==> src/rtl/light_nn_pkg.sv <==
// light_nn_pkg: shared FSM states and default widths for the weight streaming path
package light_nn_pkg;
    typedef enum logic [1:0] {IDLE, FETCH, DRAIN, DONE} state_t;
    localparam int ROM_LATENCY = 1;
    localparam int DEF_ADDR_WIDTH = 12;
    localparam int DEF_DATA_WIDTH = 8;
endpackage

==> src/rtl/weight_skid_fifo.sv <==
// weight_skid_fifo: 2-entry fall-through FIFO; an empty FIFO presents din directly so a landing word can leave the same cycle
module weight_skid_fifo #(
    parameter int WIDTH = 9
) (
    input  logic             clk,
    input  logic             rst,
    input  logic             flush,
    input  logic             push,
    input  logic [WIDTH-1:0] din,
    input  logic             pop,
    output logic [WIDTH-1:0] dout,
    output logic [1:0]       count
);
    logic [WIDTH-1:0] mem0, mem1;
    logic deq, wr;
    logic [1:0] keep;
    assign deq  = pop && count != 2'd0;
    assign wr   = push && !(pop && count == 2'd0);
    assign keep = count - 2'(deq);
    assign dout = count == 2'd0 ? din : mem0;
    always_ff @(posedge clk) begin
        if (rst || flush) begin
            count <= 2'd0;
            mem0  <= '0;
            mem1  <= '0;
        end else begin
            count <= keep + 2'(wr);
            if (deq) mem0 <= mem1;
            if (wr && keep == 2'd0) mem0 <= din;
            if (wr && keep != 2'd0) mem1 <= din;
        end
    end
endmodule

==> src/rtl/rom_weight_streamer.sv <==
// rom_weight_streamer: walks a ROM burst and streams weights over valid/ready with a 2-entry skid buffer
module rom_weight_streamer
    import light_nn_pkg::*;
#(
    parameter int ADDR_WIDTH = DEF_ADDR_WIDTH,
    parameter int DATA_WIDTH = DEF_DATA_WIDTH,
    parameter int LEN_WIDTH  = ADDR_WIDTH + 1
) (
    input  logic                  clk,
    input  logic                  rst,
    input  logic                  start,
    input  logic [ADDR_WIDTH-1:0] base_addr,
    input  logic [LEN_WIDTH-1:0]  length,
    input  logic                  abort,
    output logic                  busy,
    output logic                  done,
    output logic [ADDR_WIDTH-1:0] rom_addr,
    input  logic [DATA_WIDTH-1:0] rom_data,
    output logic [DATA_WIDTH-1:0] w_data,
    output logic                  w_valid,
    input  logic                  w_ready,
    output logic                  w_last
);
    state_t state, state_n;
    logic [LEN_WIDTH-1:0] left, left_n;
    logic [ADDR_WIDTH-1:0] addr_n;
    logic rd_v, rd_v_n, rd_last, rd_last_n, pend, pend_last;
    logic kill, pop, room;
    logic [1:0] count, cnt_n;
    logic [DATA_WIDTH:0] dout;

    // rd_v marks rom_addr as a live read this cycle; pend marks rom_data as its landing word
    assign kill    = abort && state != IDLE;
    assign w_valid = pend || count != 2'd0;
    assign pop     = w_valid && w_ready;
    assign cnt_n   = count + 2'(pend) - 2'(pop);
    assign room    = (cnt_n + 2'(rd_v)) < 2'd2;
    assign w_data  = w_valid ? dout[DATA_WIDTH-1:0] : '0;
    assign w_last  = w_valid && dout[DATA_WIDTH];
    assign busy    = state == FETCH || state == DRAIN;
    assign done    = state == DONE;

    weight_skid_fifo #(.WIDTH(DATA_WIDTH + 1)) u_fifo (
        .clk  (clk),
        .rst  (rst),
        .flush(kill),
        .push (pend),
        .din  ({pend_last, rom_data}),
        .pop  (pop),
        .dout (dout),
        .count(count)
    );

    always_comb begin
        state_n   = state;
        left_n    = left;
        addr_n    = rom_addr;
        rd_v_n    = 1'b0;
        rd_last_n = 1'b0;
        case (state)
            IDLE: if (start) begin
                state_n = length == '0 ? DONE : FETCH;
                if (length != '0) begin
                    addr_n    = base_addr;
                    left_n    = length - 1'b1;
                    rd_v_n    = 1'b1;
                    rd_last_n = length == LEN_WIDTH'(1);
                end
            end
            FETCH: begin
                if (left != '0 && room) begin
                    addr_n    = rom_addr + 1'b1;
                    left_n    = left - 1'b1;
                    rd_v_n    = 1'b1;
                    rd_last_n = left == LEN_WIDTH'(1);
                end
                state_n = left_n == '0 ? DRAIN : FETCH;
            end
            DRAIN: state_n = (cnt_n == 2'd0 && !rd_v) ? DONE : DRAIN;
            default: state_n = IDLE;
        endcase
        if (kill) begin
            state_n = IDLE;
            rd_v_n  = 1'b0;
        end
    end

    always_ff @(posedge clk) begin
        if (rst) begin
            state     <= IDLE;
            left      <= '0;
            rom_addr  <= '0;
            rd_v      <= 1'b0;
            rd_last   <= 1'b0;
            pend      <= 1'b0;
            pend_last <= 1'b0;
        end else begin
            state     <= state_n;
            left      <= left_n;
            rom_addr  <= addr_n;
            rd_v      <= rd_v_n;
            rd_last   <= rd_last_n;
            pend      <= rd_v && !kill;
            pend_last <= rd_last;
        end
    end
endmodule

==> config.mk <==
export PLATFORM = sky130hd
export DESIGN_NAME = rom_weight_streamer
export DESIGN_NICKNAME = d
export VERILOG_FILES = /design/src/rtl/light_nn_pkg.sv /design/src/rtl/weight_skid_fifo.sv /design/src/rtl/rom_weight_streamer.sv
export SDC_FILE = /design/constraint.sdc
export NUM_CORES = 1
export LEC_CHECK = 0
export BUFFER_PORTS_ARGS = -buffer_cell sky130_fd_sc_hd__buf_2
export CORE_MARGIN = 2
export CORE_UTILIZATION = 45
export CTS_BUF_LIST = sky130_fd_sc_hd__clkbuf_8
export DETAILED_ROUTE_END_ITERATION = 10
export PLACE_DENSITY_LB_ADDON = 0.15
export SETUP_SLACK_MARGIN = 0.3
export SYNTH_ARGS = -nofsm -noshare
export SYNTH_HDL_FRONTEND = slang
export SYNTH_SLANG_ARGS = --single-unit
export TNS_END_PERCENT = 20
==> constraint.sdc <==
create_clock -name clk -period 6.1 [get_ports clk]
set_input_delay 0.305 -clock clk [delete_from_list [all_inputs] [get_ports clk]]
set_output_delay 0.305 -clock clk [all_outputs]
set_load 0.05 [all_outputs]
## After elaboration in Yosys (flattened, before gate mapping)

Cells that the tools add are included.

- Add/subtract/negate cells: 8
- Magnitude comparators: 1
- Equality and inequality tests: 8
- Mux-type cells: 26
- Reductions and logical operators: 33

Operator list:

| kind | count |
|---|---|
| $mux 13 | 4 |
| $mux 12 | 3 |
| $mux 9 | 3 |
| $eq 13x1->1 const B | 2 |
| $logic_not 13->1 | 2 |
| $pmux 13 s2 | 1 |
| $reduce_bool 13->1 | 2 |
| $sub 13x1->13 const B | 2 |
| $pmux 12 s2 | 1 |
| $add 12x1->12 const B | 1 |
| $logic_and 1x1->1 | 11 |
| $reduce_bool 2->1 | 5 |
| $logic_not 2->1 | 4 |
| $mux 8 | 1 |
| $mux 1 | 7 |
| $add 2x1->2 | 3 |
| $mux 2 | 3 |
| $pmux 2 s3 | 1 |
| $eq 2x2->1 const B | 2 |
| $ne 2x2->1 const B | 2 |
| $pmux 1 s2 | 2 |
| $reduce_and 4->1 | 1 |
| $sub 2x1->2 | 2 |
| $logic_not 1->1 | 3 |
| other kinds (6) | 8 |

- Bits in registers: 51
- Bits of input ports: 38
- Output and inout bits: 24
- Word-level logic and storage cells: 86

## Longest topological paths before layout

Gate-level depths: netlist of run 1.

- Word-level depth: 12
- Gate-level depth with buffers: 13
- Depth with buffers taken out: 11

## By module

From an unflattened synthesis of run 1, not the netlist that was laid out.

- Cells, all modules: 455
- Area, all modules: 3,589.7 um^2

Modules (own cells, without submodules):

| module | times used | cells an instance | area an instance (um^2) | seq. area each (um^2) |
|---|---|---|---|---|
| rom_weight_streamer | 1 | 347 | 2,560.0 | 620.6 |
| weight_skid_fifo | 1 | 108 | 1,029.7 | 400.4 |

## Worst setup path after synthesis of run 1

Ideal clock, no wire load.

- Path kind: reg2reg
- Start: reg pend
- End: reg state[1]
- Setup time: 117 ps
- Data arrival time: 3,170 ps
- Data required time: 5,983 ps
- Slack: 2,813 ps
- Cell stages (with the launch flop): 13
- Clock period less this slack: 3,287 ps
- Cells stage by stage: dfxtp_1 > clkbuf_1 > or3_1 > and2_1 > ha_1 > inv_1 > ha_1 > nand2_1 > xor2_2 > nor3_1 > mux2i_1 > and4_1 > a32o_1

- Word-level cells in the longest chain between the ends: 11
- Elaborated cells on any way between the ends: 12
- Those cells by class: add/sub (3); order compare (1); mux (4); reduce/logical (4)

RTL lines:

| element | RTL line | RTL |
|---|---|---|
| from (decl) | rom_weight_streamer.sv:27 | `logic rd_v, rd_v_n, rd_last, rd_last_n, pend, pend_last;` |
| from (signal assigned) | rom_weight_streamer.sv:103 | `pend <= rd_v && !kill;` |
| $logic_or 1x1->1 | rom_weight_streamer.sv:34 | `assign w_valid = pend \|\| count != 2'd0;` |
| net w_valid | rom_weight_streamer.sv:20 | `output logic w_valid,` |
| $logic_and 1x1->1 | rom_weight_streamer.sv:35 | `assign pop = w_valid && w_ready;` |
| $sub 2x1->2 | rom_weight_streamer.sv:36 | `assign cnt_n = count + 2'(pend) - 2'(pop);` |
| $add 2x1->2 | rom_weight_streamer.sv:37 | `assign room = (cnt_n + 2'(rd_v)) < 2'd2;` |
| $lt 2x2->1 | rom_weight_streamer.sv:37 |  |
| $logic_and 1x1->1 | rom_weight_streamer.sv:71 | `if (left != '0 && room) begin` |
| $mux 13 | rom_weight_streamer.sv:71 |  |
| $mux 13 | rom_weight_streamer.sv:60 | `case (state)` |
| $logic_not 13->1 | rom_weight_streamer.sv:77 | `state_n = left_n == '0 ? DRAIN : FETCH;` |
| $mux 2 | rom_weight_streamer.sv:77 |  |
| $pmux 2 s3 | rom_weight_streamer.sv:60 |  |
| to (signal assigned) | rom_weight_streamer.sv:98 | `state <= state_n;` |
| to (decl) | rom_weight_streamer.sv:24 | `state_t state, state_n;` |

The timed path passes the listed nets, and every way through them passes these cells. The select of a mux whose other input is x is not followed.
A chain may end at the register's enable or synchronous reset.

## Worst setup path after layout of run 1

- Start: reg pend
- End: reg rom_addr[9]

- Word-level cells in the longest chain between the ends: 8
- Elaborated cells on any way between the ends: 9
- Those cells by class: add/sub (3); order compare (1); eq/ne (1); reduce/logical (4)

RTL lines:

| element | RTL line | RTL |
|---|---|---|
| parallel branches: the longest is 2 deep, another holds $add 2x1->2 | - |  |
| $sub 2x1->2 * | rom_weight_streamer.sv:36 |  |
| $add 2x1->2 * | rom_weight_streamer.sv:37 |  |
| $lt 2x2->1 * | rom_weight_streamer.sv:37 |  |
| $logic_and 1x1->1 * | rom_weight_streamer.sv:71 |  |
| $ne 2x1->1 (no source line) * | - |  |
| $reduce_and 4->1 (no source line) * | - |  |
| to (signal assigned) | rom_weight_streamer.sv:100 | `rom_addr <= addr_n;` |
| to (decl) | rom_weight_streamer.sv:17 | `output logic [ADDR_WIDTH-1:0] rom_addr,` |

Mark *: on every way between the ends.

==> results of run 1 <==
[report_power, final]
part	total [mW]	internal, mW	switching (mW)	leakage (nW)
clock network	0.201	0.0790	0.122	0.0440
registers	0.418	0.369	0.0490	0.416
logic	0.530	0.180	0.349	1.07
total	1.15	0.628	0.521	1.53
[cells in the mapped netlist (8+ instances only)]
master / count
inv_1: 17
nand2_1: 68
o21ai_0: 21
a211oi_1: 8
ha_1: 13
a21oi_1: 25
dfxtp_1: 51
a311oi_1: 11
nor2_1: 48
clkbuf_1: 17
xor2_1: 9
mux2i_1: 12
nor3_1: 10
nand3_1: 26
[cell usage in the layout, fill, tap and decap left out, types with 4 or more instances in the layout]
| master | synthesis | final |
|---|---|---|
| nor3_1 | 10 | 10 |
| nor2_1 | 48 | 48 |
| nor2b_1 | 4 | 4 |
| ha_1 | 13 | 13 |
| a31oi_1 | 4 | 4 |
| xnor2_1 | 7 | 7 |
| nand3_1 | 26 | 26 |
| a21oi_1 | 25 | 25 |
| or3_1 | 5 | 5 |
| clkbuf_8 | 0 | 5 |
| dfxtp_1 | 51 | 51 |
| inv_1 | 17 | 17 |
| a311oi_1 | 11 | 11 |
| nand2_1 | 68 | 68 |
| a211oi_1 | 8 | 8 |
| buf_2 | 5 | 61 |
| mux2i_1 | 12 | 12 |
| o22ai_1 | 5 | 5 |
| o21ai_0 | 21 | 21 |
| nor4_1 | 5 | 5 |
| o2bb2ai_1 | 4 | 4 |
| nand4_1 | 6 | 6 |
| xor2_1 | 9 | 9 |
| and2_1 | 7 | 7 |
[area by class of cell]
| type | instances | area [µm²] |
|---|---|---|
| multi-input cells | 349 | 2210 |
| flip-flops and latches | 51 | 1021 |
| well taps | 99 | 123.9 |
| repair buffers | 63 | 320.3 |
| fillers | 756 | 3467 |
| clock inverters | 2 | 13.76 |
| clock buffers | 5 | 68.82 |
| inverters | 18 | 67.56 |
[per-layer routing]
layer | wire, µm | up-vias | GRT usage [%] | part of all wire [%]
li1 | - | 1674 | - | -
met1 | 4228 | 1476 | 29.19 | 50
met2 | 3791 | 91 | 33.83 | 45
met4 | 82 | 0 | 5.429 | 0.96
met5 | 0 | - | 0 | 0
met3 | 415 | 7 | 3.402 | 4.9
[worst paths after layout]
check	slack [ns]	start	to
min reg2reg	0.45	rd_last	pend_last
max reg2reg	2.85	pend	rom_addr[9]
min	0.26	rom_data[4]	u_fifo.mem1[4]
max	2.85	pend	rom_addr[9]
[sequential cells by signal, indices dropped and copies added, names as in the netlist]
| name | count |
|---|---|
| pend_last | 1 |
| left | 13 |
| rd_last | 1 |
| rom_addr | 12 |
| u_fifo.mem0 | 9 |
| state | 2 |
| u_fifo.count | 2 |
| u_fifo.mem1 | 9 |
| pend | 1 |
| rd_v | 1 |
[stage by stage]
| step | worst slack [ns] | cell area, µm² | power [mW] |
|---|---|---|---|
| 2_1_floorplan | 2.813 | 3402 | 0.8373 |
| 3_3_place_gp | 2.971 | 3742 | 0.9458 |
| 3_5_place_dp | 2.864 | 3742 | 0.9511 |
| 4_1_cts | 2.849 | 3825 | 1.154 |
| 5_1_grt | 2.590 | 3825 | 1.231 |
| 6_report | 2.854 | 3825 | 1.149 |
[worst max-delay path: cells and delay by family, from the launching register on]
kind / cells / cell delay [ns]
AND/OR/NAND/NOR: 5 / 0.99
XOR/XNOR: 1 / 0.31
buffers and inverters: 1 / 0.03
AO/OA/AOI/OAI: 2 / 0.82
adder cells (fa/ha/maj): 2 / 0.54
flip-flops: 1 / 0.45
[cells by family after synthesis]
kind of cell / count (synthesis) / synth area share [%]
compound gates: 106 / 21.77
flops: 51 / 30.01
simple gates: 199 / 28.76
xor+xnor: 19 / 6.106
buf+inv: 42 / 5.038
mux: 12 / 3.531
fa+ha+maj: 13 / 4.781
==> metrics, run 1 <==
CTS tree built; PwrDens approximately 300 nW/µm²; peak supply drop 0.1145 mV; Critical Path Start Type flop; area share of the largest cell type after synthesis a little under a third; Synth-to-Final Area Change 12.43%; die span in x roughly 91 µm; Routed Antenna Nets 0; Crit Path Category flop to flop; final core occ a little over half; DP Cell Count 580; port buffer count 61; setup_tns 0 ns; ys flop type dfxtp_1; DRT Wirelength 8517 µm; die area about 8300 µm²; Worst-path clk slew roughly 0.10 ns; final period utilization around 53%; Slew Limit Headroom around 52%; CTS root buf clkbuf_8; initial core utilization a little under half; Pins Over Slew Limit 0; drt via density about 5.5; # hold bufs at CTS 0; largest net degree at the start of global routing between 40 and 50; first-pass GRT wire length about 15000 µm; CP cell instances or3_1 -> and2_1 -> ha_1 -> inv_1 -> ha_1 -> nand2_1 -> xnor2_4 -> nand2_2 -> a22oi_4 -> nor2_1 -> a2111oi_1; # DRC 0; Core Region 7292 µm²; synth warn 0; Syn Area/Cell 7.697 µm²; HPWL after DPL 6072 µm; unrepaired setup endpoints after global routing no; worst path required time between 6 and 7 ns; starting DRC count in detailed routing about 180; Net Count, Synth roughly 490; nets@finish 539; min-delay worst type primary input to flop; CP endpoint kind flop; Final Non-Filler Cells 587; number of CTS-inserted buffers 5; Final setup viols 0; minimum hold slack 0.2633 ns; final hold vios 0; I/O pin cnt 62; number of synthesized flops with an enable pin 0; first drt pass iteration count 5; later-pin clock latency in the skew report between 0.3 and 0.4 ns; gr ovfl total 0; DR WL/cell ~15 µm; Synth Register Bits 51; CP arrival between 3 and 4 ns; n_diodes 0; slowest CP cell a22oi_4; clock buffer depth 2; row count 31; worst-path maximum fanout 18; min cycle time layout approximately 3.2 ns; vias in the first global route 3063; setup bufs post-CTS 0; slew of the pin with the lowest slew margin approximately 0.72 ns; Leak ~1.5 nW; Synth cell types 62; initial antenna violation count 0; CTS sink cnt about 50; outcome finished, final reports clean; CP peak stage delay roughly 0.46 ns; Routability Congestion between 0.8 and 0.9; register area share after synthesis a little under a third; Synth Instances around 440; Vias around 3200; Fmax ~300 MHz; PostCTS Resize Cnt 0; post-synth top area cell dfxtp_1; share of layout cells above drive strength 1 17.83%; synthesized cell area 3402 µm²; critical path's most frequent cell ha_1; GRT Total Usage a little over a fifth; Hold Crit Depth 3; Max-Cap Viols 0; die height 90.95 µm; Post-synth ARST share 0%; synth top area cells dfxtp_1, nand2_1, nor2_1; Worst Skew 0.008075 ns; H-Tree Depth 2; Reg2Reg Depth 11
No activity file was read; power rests on OpenSTA's default activity.
==> inputs of run 2 (changes only) <==
clock period = 2.7 ns   (was 6.1 ns; I/O delays follow)
==> metrics, run 2 (synthesis results as in run 1) <==
Routability Congestion a little under 0.9; gr ovfl total 0; H-Tree Depth 2; worst path required time roughly 2.9 ns; Crit Path Category flop to flop; peak supply drop around 0.26 mV; Place WS -0.1916 ns; largest net degree at the start of global routing 30; top flop regs left x13, rom_addr x12; CP peak stage delay 0.38 ns; CP arrival roughly 3 ns; Routed Antenna Nets 0; Synth-to-Final Area Change 24.02%; total chip power roughly 3 mW; final hold vios 0; clock buffer depth 2; row count 31; failing checks setup timing; drt via density 5.575; critical path's most frequent cell ha_4; worst-path maximum fanout 4; Pins Over Slew Limit 0; most frequent cells in the layout nand2_1, buf_2, dfxtp_1, nor2_1, buf_4; Worst Setup Slack, final -0.1012 ns; die area about 8300 µm²; Critical Path Start Type flop; Final setup viols 18; # DRC 0; first drt pass iteration count 4; # hold bufs at CTS 0; HPWL after DPL 6522 µm; nets@finish ~570; n_diodes 0; CP cell instances or3_4 -> and2_4 -> ha_4 -> inv_2 -> ha_4 -> xnor3_2 -> xnor2_4 -> nand4_1 -> o41a_1 -> o21ai_1 -> a21oi_1; vias in the first global route around 3200; slowest CP cell or3_4; Largest register FFs 13; CTS root buf clkbuf_8; number of CTS-inserted buffers 5; Worst Skew 0.007294 ns; commonest non-fill, non-tap cell in the layout nand2_1; share of layout cells above drive strength 1 a little over a quarter; Worst-path clk slew approximately 0.11 ns; port buffer count slightly above 60; Fmax 357.0 MHz; starting DRC count in detailed routing 170; Slew Limit Headroom 58.39%; PwrDens between 700 and 800 nW/µm²; Leak 1.710 nW; initial antenna violation count 0; first-pass GRT wire length 15140 µm; Core Region 7292 µm²; outcome complete, but fails checks; R2R Setup Slk -0.10 ns; Final Non-Filler Cells between 600 and 700; GRT Total Usage a little over a fifth; DP Cell Count 603; DR WL/cell between 10 and 15 µm; die height slightly above 90 µm; CP endpoint kind flop; min cycle time layout 2.801 ns; initial core utilization between 40% and 50%; Max-Cap Viols 0; slew of the pin with the lowest slew margin approximately 0.62 ns; DRT Wirelength between 9000 and 10000 µm; final period utilization 103.7%; I/O pin cnt 62; unrepaired setup endpoints after global routing yes; later-pin clock latency in the skew report 0.32 ns; Vias ~3400; CTS tree built; die span in x about 91 µm; CTS sink cnt between 50 and 60; min-delay worst type primary input to flop; largest register by flop count left
run 2: cell types whose count changed in the layout (fill, tap and decap cells not counted), moves of 3 or more:
cell	delta
buf_4	+26
nand3_1	-3
o21ai_0	-8
o21ai_1	+8
run 2: path summary, 6_finish.rpt:
path,from,to,cells after the start
setup / recovery,u_fifo.count[0],left[9],11
hold / removal,rom_data[0],u_fifo.mem1[0],3
setup reg to reg,u_fifo.count[0],left[9],11
hold reg to reg,rd_last,pend_last,1
run 2: per-stage QoR:
stage          util [%]  instance area [µm²]  TNS, ns  hold WS, ns
2_1_floorplan         -                 3466   -3.073       0.2822
3_3_place_gp      54.51                 3975   -1.159       0.4081
3_5_place_dp      54.51                 3975   -1.791       0.4138
4_1_cts           56.91                 4150   -1.037      0.07313
5_1_grt           57.86                 4219   -3.546      0.09448
6_report          57.86                 4219  -0.9499      0.07720
run 2: area by class of cell:
cell class	instances	area, µm²
Inverter	18	67.56
Sequential cell	51	1023
Fill cell	737	3073
Timing Repair Buffer	92	566.8
Clock buffer	5	68.82
Clock inverter	3	28.78
Tap cell	99	123.9
Multi-Input combinational cell	349	2340
run 2: critical path, delay by kind of cell (launching register included):
kind / cells / cell delay, ns
simple gates: 3 / 0.76
compound gates: 3 / 0.58
xor+xnor: 2 / 0.56
fa+ha+maj: 2 / 0.39
flops: 1 / 0.33
buf+inv: 1 / 0.04
run 2: layer usage:
metal | track usage (%) | routed length, µm | vias up
li1 | - | - | 1741
met1 | 30.54 | 4349 | 1610
met4 | 7.323 | 110 | 0
met3 | 3.071 | 364 | 10
met5 | 0 | 0 | -
met2 | 35.00 | 4268 | 79
run 2: power breakdown:
| part | internal (mW) | leakage [nW] | switching, mW |
|---|---|---|---|
| Clock | 0.193 | 0.0502 | 0.296 |
| Combinational | 0.654 | 1.24 | 0.926 |
| Sequential | 0.834 | 0.417 | 0.101 |
run 2: what timing repair did:
item,CTS,global route
pin swaps,13,11
setup endpoints to repair,29,30
setup buffers,4,2
gates resized for setup,10,15
==> inputs of run 3 (changes only) <==
SETUP_SLACK_MARGIN = default   (was 0.3)
==> metrics, run 3 (synthesis results as in run 1) <==
outcome complete, but fails checks; failing checks setup timing; CP cell instances or3_4 -> and2_4 -> ha_4 -> inv_2 -> ha_4 -> xnor3_2 -> xnor2_4 -> nand4_1 -> nor3_1 -> o32ai_1 -> nor4_1; final period utilization 102.6%; CP arrival about 3.0 ns; die area 8272 µm²; CP Buf/Inv Count 1; Vias between 3000 and 4000; port buffer count approximately 60; initial antenna violation count 0; Fmax between 300 and 400 MHz; Routed Antenna Nets 0; commonest non-fill, non-tap cell in the layout nand2_1; drt via density around 5.5; worst-path maximum fanout 5; gr ovfl total 0; peak supply drop between 0.3 and 0.4 mV; number of CTS-inserted buffers 5; Worst Setup Slack, final -0.06945 ns; row count 31; I/O pin cnt 62; largest net degree at the start of global routing 30; Worst-path clk slew about 0.11 ns; DR WL/cell around 15 µm; clock buffer depth 2; final core occ between 50 and 60%; Core Region between 7000 and 8000 µm²; CTS tree built; n_diodes 0; CTS sink cnt 51; Final setup viols 8; Hold Crit Depth 3; H-Tree Depth 2; HPWL after DPL ~6500 µm; # hold bufs at CTS 0; share of layout cells above drive strength 1 roughly 25%; Min-Delay Endpoint u_fifo.mem1[2]; die height slightly above 90 µm; Largest register FFs 13; unrepaired setup endpoints after global routing yes; Pins Over Slew Limit 0; min cycle time layout around 2.8 ns; most frequent cells in the layout nand2_1, buf_2, dfxtp_1, nor2_1, buf_4; vias in the first global route about 3200; Worst Skew between 0.01 and 0.015 ns; critical path's most frequent cell ha_4; Critical Path Start Type flop; DRT Wirelength around 9000 µm; Reg2Reg Depth 11; die span in x 90.95 µm; PwrDens 720.2 nW/µm²; top flop regs left x13, rom_addr x12; crit-path leading delay family simple AND/OR/NAND/NOR gates; Place WS -0.1350 ns; initial core utilization between 40% and 50%; CP endpoint kind flop; Slew Limit Headroom slightly above 60%; first drt pass iteration count 4; Max-Cap Viols 0; GRT Total Usage between 20 and 25%; CP peak stage delay roughly 0.38 ns; Crit Path Category flop to flop; end of the worst register-to-register path left[11]; # DRC 0; worst path required time 2.94 ns; starting DRC count in detailed routing between 150 and 200; min-delay worst type primary input to flop; first-pass GRT wire length approximately 16000 µm; Leak 1.683 nW; CTS root buf clkbuf_8; final hold vios 0; slew of the pin with the lowest slew margin between 0.5 and 0.6 ns; later-pin clock latency in the skew report around 0.32 ns; HP Start rom_data[2]; R2R Setup Slk -0.07 ns; nets@finish 564; Routability Congestion around 0.93; Synth-to-Final Area Change 22.91%; slowest CP cell or3_4; fill cell count between 700 and 800; largest register by flop count left; reg2reg start u_fifo.count[0]
## run 3: area by class of cell
cell class	instances	area (µm²)	area share (%)
clock inverter	3	47.55	1.137
clock buffer	5	68.82	1.646
timing repair buffer	88	533.0	12.75
sequential	51	1023	24.48
multi-input combinational	349	2317	55.42
inverter	18	67.56	1.616
tap	99	123.9	2.962
## run 3: worst max path at each step
stage,from,end,slack [ns],cells after the start
2_1_floorplan,pend,left[9],-0.21,12
3_3_place_gp,u_fifo.count[0],left[9],-0.09,11
3_5_place_dp,u_fifo.count[0],left[9],-0.13,11
4_1_cts,u_fifo.count[0],left[11],-0.08,11
5_1_grt,u_fifo.count[0],left[11],-0.22,11
6_report,u_fifo.count[0],left[11],-0.07,11
## run 3: routing by layer
layer	up-vias	GRT usage [%]	wire length, µm	share of wire (%)
li1	1724	-	-	-
met1	1573	31.22	4265	47
met2	92	36.11	4241	47
met3	9	3.402	429	4.7
met4	0	6.061	103	1.1
met5	-	0	0	0
## run 3: tightest hold or removal path: stages
cell,delay [ns]
buf_2,0.10
mux2i_1,0.06
nor2_1,0.07
## run 3: report_power, final
group	switching (mW)	total, mW	internal, mW	leakage, nW
Sequential	0.107	0.941	0.834	0.417
Combinational	0.899	1.50	0.602	1.21
Clock	0.288	0.569	0.282	0.0587
Total	1.29	3.01	1.72	1.68
## run 3: through the flow
stage          instances  hold slack [ns]  setup TNS, ns  total power [mW]  cell area, µm²
3_5_place_dp         602           0.4188         -1.430             2.348            3980
3_3_place_gp         602           0.4083        -0.9134             2.341            3980
2_1_floorplan        442           0.2822         -3.586             1.946            3460
5_1_grt              613          0.09564         -2.304             3.185            4182
6_report             613          0.08367        -0.3008             3.011            4182
4_1_cts              613          0.09100        -0.3276             2.977            4146
## run 3: what timing repair did
item                       4_1_cts  5_1_grt
setup endpoints to repair       24       27
buffers inserted                 3        0
pin swaps                        8        9
resized for setup                7       12
